$ cat config.mk
export PLATFORM = sky130hd
export DESIGN_NAME = uart_tx_feeder
export DESIGN_NICKNAME = d
export VERILOG_FILES = /design/src/rtl/uart_tx_feeder_pkg.sv /design/src/rtl/uart_tx_feeder_sync_fifo.sv /design/src/rtl/uart_tx_feeder.sv
export SDC_FILE = /design/constraint.sdc
export NUM_CORES = 1
export LEC_CHECK = 0
export BUFFER_PORTS_ARGS = -buffer_cell sky130_fd_sc_hd__buf_2
export CORE_AREA = 2 2 82 84
export DETAILED_ROUTE_END_ITERATION = 6
export DIE_AREA = 0 0 84 86
export GPL_TIMING_DRIVEN = 1
export HOLD_SLACK_MARGIN = 0.08
export PLACE_DENSITY = 0.77
export SLEW_MARGIN = 5
export SYNTH_ARGS = -nofsm -noshare
export SYNTH_HDL_FRONTEND = slang
export SYNTH_SLANG_ARGS = --single-unit
export TNS_END_PERCENT = 10
$ cat constraint.sdc
create_clock -name clk -period 2.9 [get_ports clk]
set_input_delay 0.145 -clock clk [delete_from_list [all_inputs] [get_ports clk]]
set_output_delay 0.145 -clock clk [all_outputs]
set_load 0.01 [all_outputs]
$ cat src/rtl/uart_tx_feeder_pkg.sv
// rtl/uart_tx_feeder_pkg.sv - shared state encoding and sizing helper for the UART TX feeder
package uart_tx_feeder_pkg;

    typedef enum logic [1:0] {
        IDLE      = 2'd0,
        LOAD      = 2'd1,
        WAIT_BUSY = 2'd2,
        WAIT_DONE = 2'd3
    } feeder_state_t;

    // Pointer width for a power-of-two depth; never below one bit.
    function automatic int ptr_width(input int depth);
        return (depth > 1) ? $clog2(depth) : 1;
    endfunction

endpackage

$ cat src/rtl/uart_tx_feeder_sync_fifo.sv
// rtl/uart_tx_feeder_sync_fifo.sv - circular synchronous FIFO with occupancy count and reject flag
module sync_fifo
    import uart_tx_feeder_pkg::*;
#(
    parameter int DATA_WIDTH = 8,
    parameter int DEPTH      = 8
) (
    input  logic                    clk,
    input  logic                    rst,
    input  logic                    wr_en,
    input  logic [DATA_WIDTH-1:0]   wr_data,
    input  logic                    rd_en,
    output logic [DATA_WIDTH-1:0]   rd_data,
    output logic                    full,
    output logic                    empty,
    output logic [$clog2(DEPTH):0]  count,
    output logic                    wr_reject
);

    localparam int PW = ptr_width(DEPTH);
    localparam int CW = $clog2(DEPTH) + 1;
    localparam logic [CW-1:0] FULL_COUNT = CW'(DEPTH);

    logic [DATA_WIDTH-1:0] mem [DEPTH];
    logic [PW-1:0]         wr_ptr;
    logic [PW-1:0]         rd_ptr;
    logic                  do_rd;
    logic                  do_wr;

    assign full      = (count == FULL_COUNT);
    assign empty     = (count == '0);
    assign rd_data   = mem[rd_ptr];
    assign do_rd     = rd_en && !empty;
    // A same-cycle pop frees a slot, so a write into a full FIFO still lands.
    assign do_wr     = wr_en && (!full || do_rd);
    assign wr_reject = wr_en && !do_wr;

    always_ff @(posedge clk) begin
        if (do_wr) begin
            mem[wr_ptr] <= wr_data;
        end
    end

    always_ff @(posedge clk) begin
        if (rst) begin
            wr_ptr <= '0;
            rd_ptr <= '0;
            count  <= '0;
        end else begin
            if (do_wr) begin
                wr_ptr <= wr_ptr + 1'b1;
            end
            if (do_rd) begin
                rd_ptr <= rd_ptr + 1'b1;
            end
            case ({do_wr, do_rd})
                2'b10:   count <= count + 1'b1;
                2'b01:   count <= count - 1'b1;
                default: count <= count;
            endcase
        end
    end

endmodule

$ cat src/rtl/uart_tx_feeder.sv
// rtl/uart_tx_feeder.sv - FIFO-buffered byte feeder issuing one valid pulse per transmitter frame
module uart_tx_feeder
    import uart_tx_feeder_pkg::*;
#(
    parameter int DATA_WIDTH   = 8,
    parameter int FIFO_DEPTH   = 8,
    parameter int BUSY_TIMEOUT = 4
) (
    input  logic                         clk,
    input  logic                         rst,
    input  logic [DATA_WIDTH-1:0]        wr_data,
    input  logic                         wr_en,
    output logic                         fifo_full,
    output logic                         fifo_empty,
    output logic [$clog2(FIFO_DEPTH):0]  fifo_count,
    output logic                         overflow,
    output logic                         hs_error,
    input  logic                         err_clr,
    output logic [DATA_WIDTH-1:0]        tx_p_data,
    output logic                         tx_data_valid,
    input  logic                         tx_busy
);

    localparam int TW = $clog2(BUSY_TIMEOUT + 1);
    localparam logic [TW-1:0] TIMEOUT_VAL = TW'(BUSY_TIMEOUT);

    feeder_state_t         state;
    feeder_state_t         state_next;
    logic [TW-1:0]         timer;
    logic [TW-1:0]         timer_next;
    logic                  pop;
    logic                  timeout;
    logic                  wr_reject;
    logic [DATA_WIDTH-1:0] head;

    sync_fifo #(
        .DATA_WIDTH (DATA_WIDTH),
        .DEPTH      (FIFO_DEPTH)
    ) u_fifo (
        .clk       (clk),
        .rst       (rst),
        .wr_en     (wr_en),
        .wr_data   (wr_data),
        .rd_en     (pop),
        .rd_data   (head),
        .full      (fifo_full),
        .empty     (fifo_empty),
        .count     (fifo_count),
        .wr_reject (wr_reject)
    );

    always_comb begin
        state_next = state;
        timer_next = timer;
        pop        = 1'b0;
        timeout    = 1'b0;
        case (state)
            IDLE: begin
                if (!fifo_empty && !tx_busy) begin
                    pop        = 1'b1;
                    state_next = LOAD;
                end
            end
            LOAD: begin
                timer_next = '0;
                state_next = WAIT_BUSY;
            end
            WAIT_BUSY: begin
                if (tx_busy) begin
                    state_next = WAIT_DONE;
                end else begin
                    // Abandon the byte rather than retry; a re-send could duplicate a frame.
                    timer_next = timer + 1'b1;
                    if (timer_next == TIMEOUT_VAL) begin
                        timeout    = 1'b1;
                        state_next = IDLE;
                    end
                end
            end
            WAIT_DONE: begin
                if (!tx_busy) begin
                    state_next = IDLE;
                end
            end
            default: state_next = IDLE;
        endcase
    end

    always_ff @(posedge clk) begin
        if (rst) begin
            state         <= IDLE;
            timer         <= '0;
            tx_p_data     <= '0;
            tx_data_valid <= 1'b0;
            overflow      <= 1'b0;
            hs_error      <= 1'b0;
        end else begin
            state         <= state_next;
            timer         <= timer_next;
            tx_data_valid <= pop;
            if (pop) begin
                tx_p_data <= head;
            end
            if (wr_reject) begin
                overflow <= 1'b1;
            end else if (err_clr) begin
                overflow <= 1'b0;
            end
            if (timeout) begin
                hs_error <= 1'b1;
            end else if (err_clr) begin
                hs_error <= 1'b0;
            end
        end
    end

endmodule

==> out/results.tsv, run 1 <==
stage	metric	value	unit
clock_network	clk buf depth	2	
power	power per standard cell area	794.0	mW/mm^2
timing	Final setup viols	0	
route	final WL	6486	um
status	status	finished clean	
yosys	Synthesis Warnings	0	
final_layout	final std cells w/o fill	371	
power	VDD IR max	0.5267	mV
critical_path	Crit path required time	3.19	ns
critical_path	Max FO, Critical Path	11	
worst_hold_path	min-delay worst type	primary input to register	
final_layout	Antenna diodes	0	
route	Vias	2106	
global_routing	remaining global-route overflow	0	
placement	PortBufs	29	
critical_path	Reg-to-Reg Start	u_fifo.count[3]	
timing	crit path time final	2.790	ns
route	average routed wire per standard cell	17.48	um
critical_path	Worst Setup SP	u_fifo.count[3]	
floorplan	chip width	84	um
yosys	area leader, netlist	edfxtp_1	
placement	RePlAce Congestion	0.7543	
critical_path	crit-path cells	or4_4 -> nand2_1 -> inv_2 -> ha_1 -> ha_1 -> a21oi_1 -> a21oi_1 -> or4_1 -> a21oi_1	
yosys	ys flop type	edfxtp_1	
final_layout	share of cells above drive strength 1	0.2653	
global_routing	largest net degree at the start of global routing	27	
critical_path	most frequent cell on the critical path	a21oi_1	
clock_network	Clock Sinks	90	
critical_path	Reg2Reg Depth	9	
critical_path	critical path type	register to register	
floorplan	Rows	29	
final_layout	Nets	310	
floorplan	Ports	30	
yosys	most used standard cell by instance count after synthesis	edfxtp_1	
yosys	syn_nets	261	
global_routing	global-route wire length before repair	10280	um
critical_path	Critical Path AT	3.08	ns
clock_network	postcts setup bufs	0	
clock_network	Clock transition at path regs	0.10	ns
yosys	Post-synth EDFFs	64	
clock_network	CTS tree	done	
yosys	Yosys reg bits	90	
placement	dpl cells	346	
critical_path	register-to-register setup slack	0.11	ns
final_layout	Fillers	434	
route	DR pass1 iterations	4	
timing	Fmax	0.3585	GHz
route	DRC viols	0	
clock_network	htree depth	3	
timing	worst-margin pin slew	0.8635	ns
floorplan	total die area	0.007224	sq mm
critical_path	critical path startpoint category	register	
timing	setup_tns	0	ns
critical_path	CP max stage cell	or4_4	
route	post-detailed-route count of antenna-violating nets	0	
timing	Final Hold Viols	0	
route	Via density	5.677	
yosys	ranking of synthesized cells by area	edfxtp_1 53%, dfxtp_1 14%, mux4_2 9.9%	
global_routing	Tot GR Track Use	0.1933	
final_layout	Layout area overhead	14.79	%
yosys	Synth Instances	240	
global_routing	initial antenna violation count	0	
floorplan	Die H	86	um
yosys	Netlist cell types	40	
clock_network	Clk Latency, worst-skew pair	0.36	ns
route	DR iter-0 viols	100	
global_routing	vias in the first global route	2017	
timing	worst-case clock skew	0.009740	ns
critical_path	Worst path max stage delay	0.58	ns
timing	fin crit share	0.9619	
timing	slew margin rel.	0.4235	
floorplan	initial core utilization	0.5780	
yosys	part of the Yosys area used for sequential elements	0.6731	
yosys	Synth top area share	0.5297	
timing	RSZ-0062 raised after global routing	false	
clock_network	clock root cell	clkbuf_8	
critical_path	Reg2Reg Capture Point	u_fifo.count[3]	
yosys	Avg Synthesized Cell Area	15.12	sq um
power	leak pwr	1.493	nW
critical_path	Setup crit end kind	register	
critical_path	end of the critical path	u_fifo.count[3]	
flow_run	number of max-cap violations	0	
floorplan	Core ar.	0.006277	sq mm
yosys	Synth top cells by count	64 x edfxtp_1, 30 x nor2_1, 26 x dfxtp_1	
yosys	ys async rst share	0	
clock_network	TritonCTS buffer count	9	
timing	Final Max Tran Viols	0	
placement	Detailed Place HPWL	4139	um
yosys	mapped cell area	0.003628	sq mm
[routing by layer]
metal | up-vias | track usage | part of all wire
met4 | 0 | 0.08358 | 0.014
li1 | 1010 | - | -
met2 | 61 | 0.3113 | 0.50
met1 | 1027 | 0.2593 | 0.44
met3 | 8 | 0.04042 | 0.053
met5 | - | 0 | 0
[critical path: cells and delay by family (launching register included)]
kind	cells	cell delay [ns]
AOI/OAI and AO/OA	3	0.46
adders and majority gates	2	0.57
and+or+nand+nor	3	1.22
DFF	1	0.36
buffers and inverters	1	0.12
[final cells by class]
cell class	instances	area [sq um]	share of cell area
clock inverters	7	66.31	0.01592
repair buffers	51	332.8	0.07990
well taps	77	96.34	0.02313
flip-flops and latches	90	2442	0.5864
clock buffers	9	123.9	0.02974
multi-input cells	130	1077	0.2586
inverters	7	26.28	0.006308
[flip-flops by register name (all words and copies together) (netlist names)]
register       cells
u_fifo.rd_ptr      3
overflow           1
u_fifo.count       4
state              2
hs_error           1
tx_p_data          8
u_fifo.wr_ptr      3
tx_data_valid      1
timer              3
u_fifo.mem        64
[worst min path at each step]
stage | depth (start not counted) | startpoint | endpoint | slack [ns]
6_report | 3 | tx_busy | state[0] | 0.13
5_1_grt | 3 | tx_busy | state[0] | 0.14
4_1_cts | 3 | tx_busy | state[0] | 0.11
3_5_place_dp | 1 | wr_data[4] | u_fifo.mem[0][4] | 0.42
3_3_place_gp | 1 | wr_data[3] | u_fifo.mem[3][3] | 0.41
2_1_floorplan | 0 | wr_data[0] | u_fifo.mem[0][0] | 0.24
[per-stage QoR]
step	setup slack (ns)	total power, mW	util	area, sq um	hold slack (ns)
after global placement	0.2829	2.499	0.6189	3885	0.4118
after CTS	0.1515	3.342	0.6635	4165	0.1086
final	0.1105	3.307	0.6635	4165	0.1278
after detailed placement	0.1850	2.523	0.6189	3885	0.4157
after floorplan	0.2465	2.259	-	3628	0.2439
after global routing	0.004407	3.482	0.6635	4165	0.1382
[cells by family after synthesis]
group	count (synthesis)	synth area share
AOI/OAI and AO/OA	30	0.05311
xor gates and xnor gates	7	0.01690
adders and majority gates	8	0.02965
buffers and inverters	20	0.02999
DFF	90	0.6731
muxes	18	0.1048
and+or+nand+nor	67	0.09242
[report_power, final]
part / leakage (nW) / internal (mW) / switching [mW]
Clock: 0.0986 / 0.335 / 0.475
Combinational: 0.601 / 0.403 / 0.454
Sequential: 0.793 / 1.51 / 0.129
[cells in the final DEF (no fill, tap or decap), types with 5 or more instances in the layout]
cell           synthesis  layout
edfxtp_1              64      64
nor2_1                30      30
buf_2                  3      29
dfxtp_1               26      26
mux4_2                16      16
buf_4                  3      13
nor3_1                12      12
a21oi_1               12      12
clkbuf_8               1       9
dlygate4sd3_1          0       9
o22ai_1                8       8
ha_1                   7       7
nand2_1                6       6
inv_1                  6       6
nand2b_1               5       5
xor2_1                 5       5
[what timing repair did]
item	in CTS	in global routing
endpoints found under the hold margin	65	0
gates resized for setup	0	0
hold buffers	9	0
Note: power is estimated with default switching activity, not from simulation.
==> run 2, diff against run 1 <==
--- a/config.mk
+++ b/config.mk
@@ -12,6 +12,7 @@
 export GPL_TIMING_DRIVEN = 1
 export HOLD_SLACK_MARGIN = 0.08
 export PLACE_DENSITY = 0.77
+export REMOVE_ABC_BUFFERS = 1
 export SLEW_MARGIN = 5
 export SYNTH_ARGS = -nofsm -noshare
 export SYNTH_HDL_FRONTEND = slang
==> run 2 against run 1 <==
Register-to-register slack improved by 0.14 ns. Critical endpoint unchanged. Largest power group unchanged. Setup slack improved by 0.14 ns. Combinational power about the same. Critical path depth decreased by 1. Wire length increased by 0.59%. Via count decreased by 1.0%. Count of clock-buffer cells in the layout unchanged. Sequential power about the same. Global-route usage about the same. First-iteration DRC count increased by 60%. Die area unchanged. Utilization increased by 0.060 points.
==> out/results.tsv, run 2 (synthesis gave the netlist of run 1 again) <==
stage	metric	value	unit
critical_path	Max FO, Critical Path	6	
global_routing	remaining global-route overflow	0	
critical_path	register-to-register setup slack	0.25	ns
timing	Final Max Tran Viols	0	
timing	RSZ-0062 raised after global routing	false	
clock_network	Clk Latency, worst-skew pair	0.36	ns
timing	Fmax	0.3777	GHz
power	Psw	1.046	mW
clock_network	htree depth	3	
power	Final Power	3.371	mW
floorplan	Rows	29	
critical_path	Reg-to-Reg Start	u_fifo.count[0]	
critical_path	CP max stage cell	or4b_1	
clock_network	clk buf depth	2	
floorplan	Ports	30	
power	Combinational Power Share	0.254	
critical_path	Critical Path AT	2.93	ns
route	post-detailed-route count of antenna-violating nets	0	
route	DR iter-0 viols	160	
power	power per standard cell area	808.6	mW/mm^2
global_routing	vias in the first global route	2090	
critical_path	Setup crit end kind	register	
timing	WHS	0.1213	ns
final_layout	final std cells w/o fill	369	
global_routing	initial antenna violation count	0	
route	average routed wire per standard cell	17.68	um
final_layout	Layout area overhead	14.90	%
timing	crit path time final	2.648	ns
power	sw frac	0.3103	
final_layout	most frequent cells in the layout	64 x edfxtp_1, 30 x nor2_1, 29 x buf_2	
final_layout	commonest non-fill, non-tap cell in the layout	edfxtp_1	
timing	Final setup viols	0	
floorplan	Die H	86	um
worst_hold_path	hold path start	wr_en	
clock_network	Clock Sinks	90	
worst_hold_path	Min-Delay Path Depth	3	
floorplan	total die area	0.007224	sq mm
timing	worst-margin pin slew	0.8700	ns
global_routing	largest net degree at the start of global routing	27	
final_layout	Nets	308	
route	Vias	2084	
power	Pint	2.325	mW
critical_path	Crit path required time	3.18	ns
worst_hold_path	Worst Hold End	overflow	
critical_path	Buf/Inv on CP	0	
floorplan	initial core utilization	0.5780	
global_routing	Tot GR Track Use	0.1938	
timing	Final Hold Viols	0	
route	DRC viols	0	
power	Clock power frac	0.262	
critical_path	Reg2Reg Depth	8	
power	VDD IR max	0.4364	mV
critical_path	Worst path max stage delay	0.65	ns
worst_hold_path	min-delay worst type	primary input to register	
final_layout	fin util	0.6641	
status	status	finished clean	
clock_network	Clock transition at path regs	0.09	ns
critical_path	Reg2Reg Capture Point	u_fifo.count[3]	
route	final WL	6524	um
timing	worst-case clock skew	0.009515	ns
flow_run	number of max-cap violations	0	
power	leak pwr	1.491	nW
clock_network	clock root cell	clkbuf_8	
placement	Detailed Place HPWL	4056	um
route	DR pass1 iterations	6	
final_layout	share of cells above drive strength 1	0.2568	
timing	setup_tns	0	ns
final_layout	Antenna diodes	0	
critical_path	critical path type	register to register	
critical_path	most frequent cell on the critical path	a21oi_1	
route	Via density	5.648	
clock_network	Resize count post-CTS	0	
critical_path	critical path startpoint category	register	
floorplan	chip width	84	um
global_routing	global-route wire length before repair	10360	um
placement	RePlAce Congestion	0.7914	
timing	fin crit share	0.9129	
final_layout	Largest Register	u_fifo.mem	
placement	dpl cells	344	
critical_path	crit-path cells	or4b_1 -> o21ai_4 -> ha_1 -> ha_1 -> a21oi_1 -> a21oi_1 -> or4_1 -> a21oi_1	
floorplan	Core ar.	0.006277	sq mm
power	Seq pwr share	0.483	
critical_path	critical path's top delay family	simple AND/OR/NAND/NOR gates	
placement	PortBufs	29	
final_layout	Largest register FFs	64	
timing	slew margin rel.	0.4192	
clock_network	TritonCTS buffer count	9	
final_layout	Top Registers	u_fifo.mem x64, tx_p_data x8, u_fifo.count x4	
clock_network	CTS tree	done	
final_layout	Fillers	439	
run 2: worst max-delay path by stage:
stage / to / from / cells past startpoint / slack [ns]
4_1_cts: u_fifo.count[3] / u_fifo.count[0] / 8 / 0.25
5_1_grt: u_fifo.count[3] / u_fifo.count[0] / 8 / 0.08
3_3_place_gp: u_fifo.count[3] / u_fifo.count[3] / 9 / 0.37
6_report: u_fifo.count[3] / u_fifo.count[0] / 8 / 0.25
2_1_floorplan: u_fifo.count[3] / u_fifo.count[0] / 8 / 0.31
3_5_place_dp: u_fifo.count[3] / u_fifo.count[0] / 8 / 0.28
run 2: power by group through the flow:
stage	logic, mW	clock network (mW)	registers, mW
finish	0.858	0.885	1.63
global route	0.959	0.944	1.65
CTS	0.872	0.898	1.63
detailed placement	0.857	0	1.66
global placement	0.834	0	1.65
floorplan	0.511	0	1.71
run 2: final cells by class:
type | count | area [sq um] | area share
Sequential cell | 90 | 2442 | 0.5858
Multi-Input combinational cell | 130 | 1077 | 0.2584
Timing Repair Buffer | 49 | 317.8 | 0.07623
Clock buffer | 9 | 123.9 | 0.02971
Tap cell | 77 | 96.34 | 0.02311
Clock inverter | 7 | 85.08 | 0.02041
Inverter | 7 | 26.28 | 0.006303
run 2: per-stage QoR:
stage | instance area, sq um | setup WS, ns
after floorplan | 3546 | 0.3144
after global placement | 3870 | 0.3737
after detailed placement | 3870 | 0.2810
after CTS | 4169 | 0.2532
after global routing | 4169 | 0.08274
final | 4169 | 0.2525
run 2: worst min-delay path: stages:
cell and delay, ns:
buf_2 0.14, a21oi_1 0.08, nor2_1 0.07
run 2: routing by layer:
layer | routed length [um] | GRT usage | share of wire | vias up
met2 | 3280 | 0.3251 | 0.50 | 58
li1 | - | - | - | 1003
met3 | 323 | 0.04812 | 0.050 | 2
met4 | 23 | 0.07185 | 0.0035 | 0
met5 | 0 | 0 | 0 | -
met1 | 2897 | 0.2478 | 0.44 | 1021
run 2: repair_timing:
item,CTS,global route
hold buffers,9,0
setup buffers,0,0
hold endpoints to repair,65,0
